==> config.mk <==
export PLATFORM = sky130hd
export DESIGN_NAME = regfile_write_buffer
export DESIGN_NICKNAME = d
export VERILOG_FILES = /design/src/rtl/regfile_write_buffer_pkg.sv /design/src/rtl/wbuf_lookup.sv /design/src/rtl/regfile_write_buffer.sv
export SDC_FILE = /design/constraint.sdc
export NUM_CORES = 1
export LEC_CHECK = 0
export ABC_AREA = 0
export ABC_CLOCK_PERIOD_IN_PS = 4300
export CAP_MARGIN = 20
export CORE_ASPECT_RATIO = 1.25
export CORE_UTILIZATION = 33
export CTS_BUF_LIST = sky130_fd_sc_hd__clkbuf_8
export CTS_CLUSTER_DIAMETER = 50
export DETAILED_ROUTE_END_ITERATION = 10
export HOLD_SLACK_MARGIN = 0.12
export PLACE_DENSITY_LB_ADDON = 0.1
export SLEW_MARGIN = 20
export SYNTH_ARGS = -nofsm -noshare
export SYNTH_HDL_FRONTEND = slang
export SYNTH_HIERARCHICAL = 1
export SYNTH_SLANG_ARGS = --single-unit
==> constraint.sdc <==
create_clock -name Clk -period 4.3 [get_ports Clk]
set_clock_uncertainty 0.05 [all_clocks]
set_input_delay 0.86 -clock Clk [delete_from_list [all_inputs] [get_ports Clk]]
set_output_delay 0.86 -clock Clk [all_outputs]
set_load 0.03 [all_outputs]
==> src/rtl/regfile_write_buffer_pkg.sv <==
// Shared widths, constants and the buffered-write entry type for the regfile write buffer.
// Latency: n/a (types and constants only).
// Backpressure: n/a.
package regfile_write_buffer_pkg;

    localparam int ADDR_W   = 5;
    localparam int DATA_W   = 32;
    localparam int RF_DEPTH = 32;

    localparam logic [ADDR_W-1:0] ZERO_REG = 5'd0;

    // One posted register write: destination register and the value to commit.
    typedef struct packed {
        logic [ADDR_W-1:0] addr;
        logic [DATA_W-1:0] data;
    } entry_t;

endpackage

==> src/rtl/wbuf_lookup.sv <==
// Priority matcher: finds the youngest valid buffered write to a queried register.
// Latency: purely combinational.
// Backpressure: none; evaluated every cycle.
module wbuf_lookup
    import regfile_write_buffer_pkg::*;
#(
    parameter int DEPTH = 4,
    parameter int PTR_W = $clog2(DEPTH)
) (
    input  entry_t                entries [DEPTH],
    input  logic [DEPTH-1:0]      valid,
    input  logic [PTR_W-1:0]      tail,
    input  logic [ADDR_W-1:0]     query,
    output logic                  hit,
    output logic [DATA_W-1:0]     data
);

    logic [PTR_W-1:0] idx;

    // Walk from the oldest slot (tail - DEPTH) to the youngest (tail - 1); later matches override,
    // so the entry closest to the tail wins. $zero is never forwarded.
    always_comb begin
        hit  = 1'b0;
        data = '0;
        idx  = '0;
        for (int k = DEPTH; k >= 1; k--) begin
            idx = tail - PTR_W'(k);
            if (valid[idx] && (entries[idx].addr == query) && (query != ZERO_REG)) begin
                hit  = 1'b1;
                data = entries[idx].data;
            end
        end
    end

endmodule

==> src/rtl/regfile_write_buffer.sv <==
// Posted-write FIFO in front of the register file, with two forwarding lookups for the read ports.
// Latency: enqueue edge to commit edge is 1 cycle minimum; lookups are combinational on registered state.
// Backpressure: EnqReady drops when full (registered state only); DrainEnable low stalls the drain.
module regfile_write_buffer #(
    parameter int DEPTH  = 4,
    parameter int ADDR_W = regfile_write_buffer_pkg::ADDR_W,
    parameter int DATA_W = regfile_write_buffer_pkg::DATA_W
) (
    input  logic                     Clk,
    input  logic                     ResetN,
    input  logic                     EnqValid,
    output logic                     EnqReady,
    input  logic [ADDR_W-1:0]        EnqRegister,
    input  logic [DATA_W-1:0]        EnqData,
    input  logic                     DrainEnable,
    output logic                     RegWrite,
    output logic [ADDR_W-1:0]        WriteRegister,
    output logic [DATA_W-1:0]        WriteData,
    input  logic [ADDR_W-1:0]        LookupRegister1,
    input  logic [ADDR_W-1:0]        LookupRegister2,
    output logic                     Hit1,
    output logic                     Hit2,
    output logic [DATA_W-1:0]        HitData1,
    output logic [DATA_W-1:0]        HitData2,
    output logic [$clog2(DEPTH):0]   Count
);

    import regfile_write_buffer_pkg::*;

    localparam int PTR_W = $clog2(DEPTH);
    localparam int CNT_W = PTR_W + 1;

    entry_t             entries [DEPTH];
    logic [DEPTH-1:0]   valid;
    logic [PTR_W-1:0]   head;
    logic [PTR_W-1:0]   tail;
    logic [CNT_W-1:0]   cnt;

    logic               not_empty;
    logic               full;
    logic               enq_fire;
    logic               enq_store;
    logic               drain;

    assign not_empty = (cnt != '0);
    assign full      = (cnt == CNT_W'(DEPTH));

    // Ready comes from the registered count alone, so a full buffer refuses even while draining.
    assign EnqReady  = !full;
    assign enq_fire  = EnqValid && !full;
    // Writes to $zero complete the handshake but are dropped.
    assign enq_store = enq_fire && (EnqRegister != ZERO_REG);
    assign drain     = DrainEnable && not_empty;

    assign RegWrite      = drain;
    assign WriteRegister = not_empty ? entries[head].addr : '0;
    assign WriteData     = not_empty ? entries[head].data : '0;
    assign Count         = cnt;

    // Pointers, occupancy and valid bits; reset discards everything still pending.
    always_ff @(posedge Clk or negedge ResetN) begin
        if (!ResetN) begin
            head  <= '0;
            tail  <= '0;
            cnt   <= '0;
            valid <= '0;
        end else begin
            if (drain) begin
                valid[head] <= 1'b0;
                head        <= head + 1'b1;
            end
            if (enq_store) begin
                valid[tail] <= 1'b1;
                tail        <= tail + 1'b1;
            end
            cnt <= cnt + CNT_W'(enq_store) - CNT_W'(drain);
        end
    end

    // Entry payload storage; never read while its valid bit is clear, so it is left unreset.
    always_ff @(posedge Clk) begin
        if (enq_store) begin
            entries[tail] <= '{addr: EnqRegister, data: EnqData};
        end
    end

    wbuf_lookup #(.DEPTH(DEPTH), .PTR_W(PTR_W)) u_lookup1 (
        .entries (entries),
        .valid   (valid),
        .tail    (tail),
        .query   (LookupRegister1),
        .hit     (Hit1),
        .data    (HitData1)
    );

    wbuf_lookup #(.DEPTH(DEPTH), .PTR_W(PTR_W)) u_lookup2 (
        .entries (entries),
        .valid   (valid),
        .tail    (tail),
        .query   (LookupRegister2),
        .hit     (Hit2),
        .data    (HitData2)
    );

endmodule

Word level (Yosys, flattened, before mapping)
Cells that the tools add are included.

cells by class
  equality and inequality tests = 9
  add/sub/neg operators = 7
  muxes and demuxes = 50
  reductions and logical operators = 27
  $lt $le $gt $ge = 13
  bitwise logic cells = 8

operators by type and width
  kind                                                                   number
  37-bit 2-to-1 mux                                                      11
  37-bit binary-select mux with 2-bit select                             5
  32-bit 2-to-1 mux                                                      9
  148-bit bitwise mux                                                    1
  37-bit demux with 2-bit select                                         1
  5-bit == test                                                          8
  1-bit logical AND                                                      22
  3-bit >= comparator, second input constant                             5
  2-bit by 3-bit < comparator with 1-bit output, second input constant   5
  2-bit NOT with 3-bit output                                            5
  5-bit nonzero test                                                     3
  1-bit 2-to-1 mux                                                       14
  1-bit binary-select mux with 2-bit select                              4
  4-bit 2-to-1 mux                                                       2
  5-bit 2-to-1 mux                                                       1
  2-bit by 1-bit adder with 2-bit output, second input constant          2
  4-bit bitwise AND                                                      1
  1-bit demux with 2-bit select                                          2
  2-bit by 1-bit >= comparator with 1-bit output, second input constant  2
  4-bit NOT                                                              1
  4-bit OR                                                               1
  2-bit subtractor, second input constant                                2
  3-bit by 1-bit adder with 3-bit output                                 1
  3-bit == test, second input constant                                   1
  5 further kinds                                                        5

storage, ports and cells
  flip-flop bits (word level) = 159
  output and inout bits = 108
  word-level logic and storage cells = 126

Depth between registers and ports, before layout
Gate-level depths: netlist of the first run.

  depth after elaboration = 11
  mapped depth = 13
  gate-level depth less buffers = 7

By module
Netlist of the first run, hierarchy kept.

modules (own cells, without submodules)
  module                sequential area each (µm²)  area an instance (µm²)  instances  cells an instance
  wbuf_lookup           0.0                         5387.7                  2          654
  regfile_write_buffer  4719.5                      6204.7                  1          287

Least setup slack after synthesis of the first run
No wires, ideal clock.

  path type = input to output
  from = input LookupRegister1[3]
  to = output HitData1[30]
  arrival time = 3009 ps
  slack = 381 ps
  stages = 9
  buffers on the path = 2
  cell sequence = clkbuf_1 or4_1 nor2_1 a2111oi_4 o2111ai_4 clkbuf_1 o21ai_0 a21o_1 a211oi_2

between the ends
  longest elaborated chain between the ends = 7
  elaborated cells on any way between the ends = 17

ends and longest elaborated chain
  element                          RTL line                    source
  start: declaration               regfile_write_buffer.sv:19  input logic [ADDR_W-1:0] LookupRegister1,
  5-bit == test                    wbuf_lookup.sv:28           if (valid[idx] && (entries[idx].addr == query) && (query != ZERO_REG)) begin
  1-bit logical AND (2 in series)  wbuf_lookup.sv:28
  32-bit 2-to-1 mux (3 in series)  wbuf_lookup.sv:28
  32-bit 2-to-1 mux *              wbuf_lookup.sv:28
  end: declaration                 regfile_write_buffer.sv:23  output logic [DATA_W-1:0] HitData1,

Every way passes the cells marked *; elsewhere a longest branch is shown, timed or not.

Worst setup path in the final report of the first run
  from = register tail[0]
  to = output HitData1[3]

between the ends
  longest elaborated chain between the ends = 11
  elaborated cells on any way between the ends = 43

ends and longest elaborated chain
  element                                                                                                          RTL line                                                 source
  start: declaration                                                                                               regfile_write_buffer.sv:36                               logic [PTR_W-1:0] tail;
  start signal: assignment                                                                                         regfile_write_buffer.sv:74                               tail <= tail + 1'b1;
  2-bit subtractor or 2-bit NOT with 3-bit output (tied branches)                                                  wbuf_lookup.sv:27, wbuf_lookup.sv:28, wbuf_lookup.sv:30
  2-bit NOT with 3-bit output (implied by the code) or 37-bit binary-select mux with 2-bit select (tied branches)  wbuf_lookup.sv:28, wbuf_lookup.sv:30
  37-bit binary-select mux with 2-bit select or 37-bit 2-to-1 mux (tied branches)                                  wbuf_lookup.sv:28, wbuf_lookup.sv:30
  37-bit 2-to-1 mux (implied by the code)                                                                          wbuf_lookup.sv:28
  37-bit 2-to-1 mux (implied by the code) or 5-bit == test (tied branches)                                         wbuf_lookup.sv:28
  5-bit == test or 1-bit logical AND (tied branches)                                                               wbuf_lookup.sv:28
  1-bit logical AND                                                                                                wbuf_lookup.sv:28
  1-bit logical AND or 32-bit 2-to-1 mux (tied branches)                                                           wbuf_lookup.sv:28
  32-bit 2-to-1 mux (2 in series)                                                                                  wbuf_lookup.sv:28
  32-bit 2-to-1 mux *                                                                                              wbuf_lookup.sv:28

Every way passes the cells marked *; elsewhere a longest branch is shown, timed or not. The select of a mux whose other input is x is not followed.

==> out/qor.csv, run 1 <==
stage;metric;value;unit
sta;max_freq;0.222;GHz
placement;portBuffers;158;
floorplan;rows;92;
grt;grt_pass1_vias;15000;
sta;post-route-period-util;105;%
worst_hold_path;min_from;Count[2];
setup_path;cp_max_fo;16;
cells_and_area;layout_commonest_cell;mux2i_1;
grt;grt_max_degree;123;
setup_path;crit_start;tail[0];
cells_and_area;layout.nets;1868;
routing;final_antenna_net_count;0;
logic_synthesis;synth_ff_type;edfxtp_1;
pwr;power-per-cell-area;792;nW/um2
logic_synthesis;ys_seq_area_share;27.8;%
grt;track_usage;24.3;%
floorplan;core_area;50600;um2
routing;drt_pass1_iterations;5;
logic_synthesis;yosys-mux-area-fraction;26.0;%
logic_synthesis;postSynthCellCount;1595;
outcome;status;complete, but fails checks;
clocking;htreeDepth;4;
cells_and_area;drive_above_1_share;45.8;%
logic_synthesis;synth_warnings;6;
routing;num_vias;15000;
setup_path;rr_endpoint;entries[14];
cells_and_area;layout-area-overhead-vs-synth;35.8;%
logic_synthesis;syn_nets;1656;
setup_path;r2r_setup_slack;1390;ps
pwr;peakVddDrop;0.000445;V
worst_hold_path;min_path_type;flip-flop to flip-flop;
floorplan;initial_utilization;33.5;%
logic_synthesis;avgSynthCellArea;10.6;um2
clocking;cts_root_buf;clkbuf_8;
placement;dp_hpwl;40800;um
cells_and_area;layout_common_cells;217 x mux2i_1, 148 x edfxtp_1, 142 x buf_4;
setup_path;crit_path_start_kind;flip-flop;
worst_hold_path;hold_end;Count[2];
grt;grt_pass1_wl;96100;um
routing;drt-total-wl;66300;um
sta;setup_viol;64;
clocking;cts_tree;built;
setup_path;crit_path_end_kind;output port;
routing;vias_per_cell;6.05;
floorplan;io_pins;159;
cells_and_area;fill_cells;4695;
logic_synthesis;async_reset_ff_share;6.92;%
routing;wire_per_inst;26.7;um
logic_synthesis;synth_top_family_by_area;multiplexers;
placement;dp_cells;2368;
logic_synthesis;synthAdderAreaFrac;0.781;%
clocking;clock-sinks;159;
clocking;path_clk_slew;100;ps
setup_path;timing.rr.start;tail[0];
logic_synthesis;synth_compound_area_share;15.3;%
placement;place_congestion;0.846;
floorplan;die_w;205;um
logic_synthesis;yosys.area_share.simple;20.5;%
setup_path;ff2ff_path_depth;5;
logic_synthesis;synth-seq-cells;159;
cells_and_area;fin_cells;2480;
sta;finalHoldViolations;0;
routing;route.detailed.drc;0;
logic_synthesis;synthXorXnorAreaFrac;2.62;%
logic_synthesis;synth-edff-count;148;
sta;worstMarginPinSlew;901;ps
sta;setup_ws;-214;ps
grt;grt_overflow_total;0;
floorplan;die_area;52400;um2
sta;period_needed;4510;ps
floorplan;die_height;256;um
clocking;numCtsBuffers;17;
worst_hold_path;hold_path_depth;1;
logic_synthesis;syn_area;17000;um2
clocking;clkLatencyLatePin;540;ps
run;drv_cap;0;
setup_path;required;3390;ps
pwr;leakage;8.10;nW
sta;relSlewSlack;40.0;%
sta;finalMaxSlewViolations;0;
outcome;violations;setup timing;
cells_and_area;ff_latch_area;4730;um2
setup_path;critPathKind;flip-flop to output port;
setup_path;critPathArrivalTime;3600;ps
cells_and_area;multi_input_area;12500;um2
clocking;max-clock-path-buffers;2;
grt;antenna_found_initial;2;
logic_synthesis;yosysUniqueCellTypes;57;
sta;rsz0062_at_grt;true;
routing;drt-initial-drc-count;1017;
pwr;total_power;18.3;mW
## metrics by stage
step	TNS (ps)	instance area (um2)	setup slack, ps	hold WS [ps]	util [%]
5_1_grt	-15600	23100	-318	596	45.5
6_report	-7600	23100	-214	522	45.5
3_3_place_gp	-5700	19900	-150	510	39.3
2_1_floorplan	0	17000	381	485	-
4_1_cts	-8170	21700	-180	527	42.8
3_5_place_dp	-5850	19900	-147	513	39.3
## kinds of logic (layout without fill, tap and decap cells)
group / Yosys count / count (layout)
multiplexers: 356 / 356
flip-flops: 159 / 159
AND/OR/NAND/NOR: 478 / 479
buffers and inverters: 190 / 414
adder cells (fa/ha/maj): 10 / 10
XOR/XNOR: 49 / 49
AO/OA/AOI/OAI: 353 / 353
other: 0 / 2
## area by class of cell
type,instances,area share (%)
Antenna cell,2,0.0217
Tap cell,658,3.57
Timing Repair Buffer,375,19.8
Multi-Input combinational cell,1247,54.4
Clock buffer,17,1.01
Sequential cell,159,20.5
Clock inverter,15,0.629
Inverter,7,0.130
## cells in the mapped netlist (all sizes together), types with 9 or more instances
library cell | number | share of area, %
a21oi | 66 | 1.9
nor2b | 33 | 1.2
nor3 | 261 | 10
edfxtp | 148 | 26
xnor2 | 43 | 2.3
mux4 | 61 | 8.1
buf | 111 | 5.2
mux2i | 226 | 13
a211oi | 64 | 4.7
clkbuf | 72 | 1.6
and2b | 10 | 0.44
nand2b | 11 | 0.49
nor4 | 126 | 6.9
ha | 9 | 0.66
a21o | 64 | 2.8
mux2 | 69 | 4.6
dfrtp | 11 | 1.6
o21ai | 133 | 3.9
## state kept, by name, summed over array words and instances (netlist names)
name / flops
Count: 3
entries: 148
head: 2
tail: 2
valid: 4
## per-layer routing
metal | part of all wire, % | global-route usage, % | up-vias
met5 | 0 | 0 | -
li1 | - | - | 6744
met3 | 4.5 | 2.47 | 113
met1 | 41 | 31.0 | 7622
met2 | 51 | 41.9 | 516
met4 | 3.7 | 9.34 | 0
## power breakdown
part	internal (mW)	switching [mW]	leakage, nW
registers	2.08	0.468	1.48
clock network	0.510	0.668	0.188
logic	6.46	8.08	6.44
total	9.05	9.21	8.10
## how the worst max path moves through the flow
stage                         endpoint  slack (ps)  cells past startpoint
final                      HitData1[3]        -210                     13
after global routing      HitData2[16]        -320                     11
after CTS                 HitData1[13]        -180                     12
after detailed placement  HitData1[16]        -150                     11
after global placement    HitData2[16]        -150                     12
after floorplan           HitData1[30]         380                      9
## worst max-delay path, stage by stage, from the launching register on
cell and delay (ps):
dfrtp_4 560, buf_6 160, buf_4 130, mux4_2 480
xnor2_4 240, nand4_4 160, nor2_4 230, buf_6 140
buf_16 200, nor3_4 70, nor4_2 310, a211oi_2 80
buf_4 160, buf_12 130
## what timing repair did
item	4_1_cts	5_1_grt
setup buffers	35	27
gates cloned	11	13
gates resized for setup	155	181
pin swaps	68	81
setup endpoints to repair	66	66
hold buffers	0	0
(Power assumes the default switching activity.)
==> run 2, diff against run 1 <==
- ABC_CLOCK_PERIOD_IN_PS: 4300 -> 3740
- SLEW_MARGIN: 20 -> unset
- clock period: 4.3 -> 3.74 ns (I/O delays scaled with it)
==> run 2 against run 1 <==
Compared with the run above: the flow still finishes with violations (setup timing); setup slack worse by 590 ps; clock-buffer cell count stayed put; worst hold slack worse by 53 ps; first-iteration DRC count is 0.59% lower; power is 14% higher; register-to-register slack worse by 440 ps; critical path depth stayed put; via count is 0.33% higher; sequential cell count stayed put; global-route usage is 0.16 points higher; die area stayed put; wire length is 3.0% lower; largest cell class unchanged.
==> out/qor.csv, run 2 (synthesized netlist as in run 1, its figures left out) <==
stage;metric;value;unit;change
setup_path;required;2940;ps;-450 ps
clocking;numCtsBuffers;17;;unchanged
clocking;htreeDepth;4;;unchanged
outcome;status;complete, but fails checks;;
floorplan;die_area;52400;um2;unchanged
run;drv_cap;0;;unchanged
placement;place_area;20400;um2;+2.7%
floorplan;rows;92;;unchanged
sta;rsz0062_at_grt;true;;
routing;final_antenna_net_count;0;;unchanged
sta;finalMaxSlewViolations;0;;unchanged
worst_hold_path;min_path_type;input pin to asynchronous set/reset pin;;
sta;setup_viol;66;;+3.1%
floorplan;io_pins;159;;unchanged
routing;drt-initial-drc-count;1011;;-0.59%
placement;dp_cells;2425;;+2.4%
pwr;seq_power_share;13.7;%;-0.2 points
setup_path;critPathKind;flip-flop to output port;;
cells_and_area;largest_reg_flops;148;;unchanged
placement;place_congestion;0.834;;-1.4%
clocking;max-clock-path-buffers;2;;unchanged
routing;wire_per_inst;25.6;um;-4.4%
pwr;power-per-cell-area;922;nW/um2;+16%
pwr;peakVddDrop;0.000519;V;+17%
sta;post-route-period-util;121;%;
setup_path;crit_chain;buf_6, buf_6, mux4_2, xnor2_2, and3_4, o2111ai_4, buf_6, buf_12, buf_6, nor3_4, nor4_2, a211oi_2, buf_4;;
clocking;cts_tree;built;;
sta;setup_ws;-801;ps;-587 ps
sta;worstMarginPinSlew;857;ps;-43.7 ps
clocking;clock-sinks;159;;unchanged
setup_path;crit_top_cell;buf_6;;
cells_and_area;regMostFlops;entries;;
routing;drt-total-wl;64300;um;-3.0%
grt;track_usage;24.5;%;+0.16 points
grt;antenna_found_initial;3;;+1
routing;vias_per_cell;5.98;;-1.1%
grt;grt_max_degree;113;;-8.1%
sta;finalHoldViolations;0;;unchanged
setup_path;crit_slowest_cell;dfrtp_4;;
grt;grt_pass1_wl;96400;um;+0.33%
floorplan;die_height;256;um;unchanged
clocking;path_clk_slew;110;ps;about the same
clocking;clkLatencyLatePin;580;ps;+40 ps
setup_path;critPathArrivalTime;3740;ps;+140 ps
pwr;switchingPower;10.3;mW;+12%
placement;dp_hpwl;40100;um;-1.9%
routing;route.detailed.drc;0;;unchanged
pwr;p_int;10.5;mW;+16%
clocking;cts_hold_buf;0;;unchanged
sta;period_needed;4540;ps;
setup_path;crit_path_max_incr_delay;560;ps;about the same
pwr;clockPowerShare;7.0;%;+0.5 points
cells_and_area;drive_above_1_share;42.4;%;-3.4 points
outcome;violations;setup timing;;
routing;num_vias;15000;;+0.33%
sta;max_freq;0.220;GHz;
setup_path;crit_path_start_kind;flip-flop;;
grt;grt_overflow_total;0;;unchanged
floorplan;core_area;50600;um2;unchanged
cells_and_area;layout.nets;1904;;+1.9%
cells_and_area;layout-area-overhead-vs-synth;32.9;%;
grt;grt_pass1_vias;15400;;+2.7%
cells_and_area;fin_area;22600;um2;-2.2%
pwr;p_comb_share;79.3;%;-0.3 points
cells_and_area;layout_commonest_cell;mux2i_1;;
routing;drt_pass1_iterations;5;;unchanged
cells_and_area;layout_common_cells;223 x mux2i_1, 192 x buf_4, 158 x nor3_1;;
pwr;leakage;8.07;nW;-0.36%
clocking;cts_root_buf;clkbuf_8;;
floorplan;die_w;205;um;unchanged
setup_path;cp_max_fo;7;;-9
setup_path;crit_path_end_kind;output port;;
sta;relSlewSlack;42.9;%;+2.9 points
cells_and_area;fin_cells;2517;;+1.5%
floorplan;initial_utilization;33.5;%;unchanged
pwr;p_sw_share;49.7;%;-0.77 points
placement;portBuffers;158;;unchanged
[run 2: cell types whose count changed in the layout (fill, tap and decap cells not counted), moves of 9 or more]
cell,delta
nor3_4,-13
o21ai_1,+15
o21ai_2,-19
nor3_2,-10
buf_4,+50
clkbuf_16,-12
nor4_1,+22
nor3_1,+23
nor4_2,-13
nor4_4,-9
[run 2: final timing paths]
check | startpoint | end | slack [ps] | cells after the start
min | ResetN | Count[2] | 470 | 1
min reg2reg | Count[2] | Count[2] | 520 | 1
min in group Clk | Count[2] | Count[2] | 520 | 1
max in group asynchronous | ResetN | tail[0] | 2750 | 1
max | tail[0] | HitData2[15] | -800 | 13
max reg2reg | tail[0] | entries[18] | 950 | 4
[run 2: layout make-up]
class	count	area [um2]
Antenna cell	3	7.51
Clock buffer	17	234
Clock inverter	15	195
Fill cell	4813	28100
Inverter	7	27.5
Multi-Input combinational cell	1248	11900
Sequential cell	159	4730
Tap cell	658	823
Timing Repair Buffer	410	4650
[run 2: worst max-delay path, delay by kind of cell (launching register included)]
kind	cells	cell delay, ps
AO/OA/AOI/OAI	2	530
AND/OR/NAND/NOR	3	470
XOR/XNOR	1	200
multiplexers	1	450
buffers and inverters	6	950
flip-flops	1	560
[run 2: through the flow]
stage	util, %	setup slack (ps)	setup TNS [ps]	hold WS, ps	total power [mW]
global placement	40.3	-835	-40280	503	18.2
finish	44.5	-801	-44820	469	20.8
global route	44.5	-958	-55050	471	21.9
CTS	43.7	-792	-47160	433	20.6
floorplan	-	45.1	0	402	12.9
detailed placement	40.3	-857	-41130	504	18.3
[run 2: power by group through the flow]
stage                     Clock (mW)  Combinational [mW]  Sequential, mW
after floorplan                    0                10.1            2.74
after global placement             0                15.3            2.89
after detailed placement           0                15.4            2.90
after CTS                       1.51                16.2            2.84
after global routing            1.55                17.4            2.91
final                           1.45                16.5            2.86
[run 2: routing by layer]
layer | track usage (%) | vias up | wire length [um]
li1 | - | 6802 | -
met1 | 30.3 | 7554 | 26700
met2 | 41.5 | 544 | 32100
met3 | 3.76 | 144 | 2920
met4 | 11.4 | 0 | 2610
met5 | 0 | - | 0
[run 2: repair_timing]
item,in CTS,in global routing
pin swaps,45,38
resized for setup,118,73
cloned,15,1
setup endpoints to repair,66,66
buffers inserted,37,9
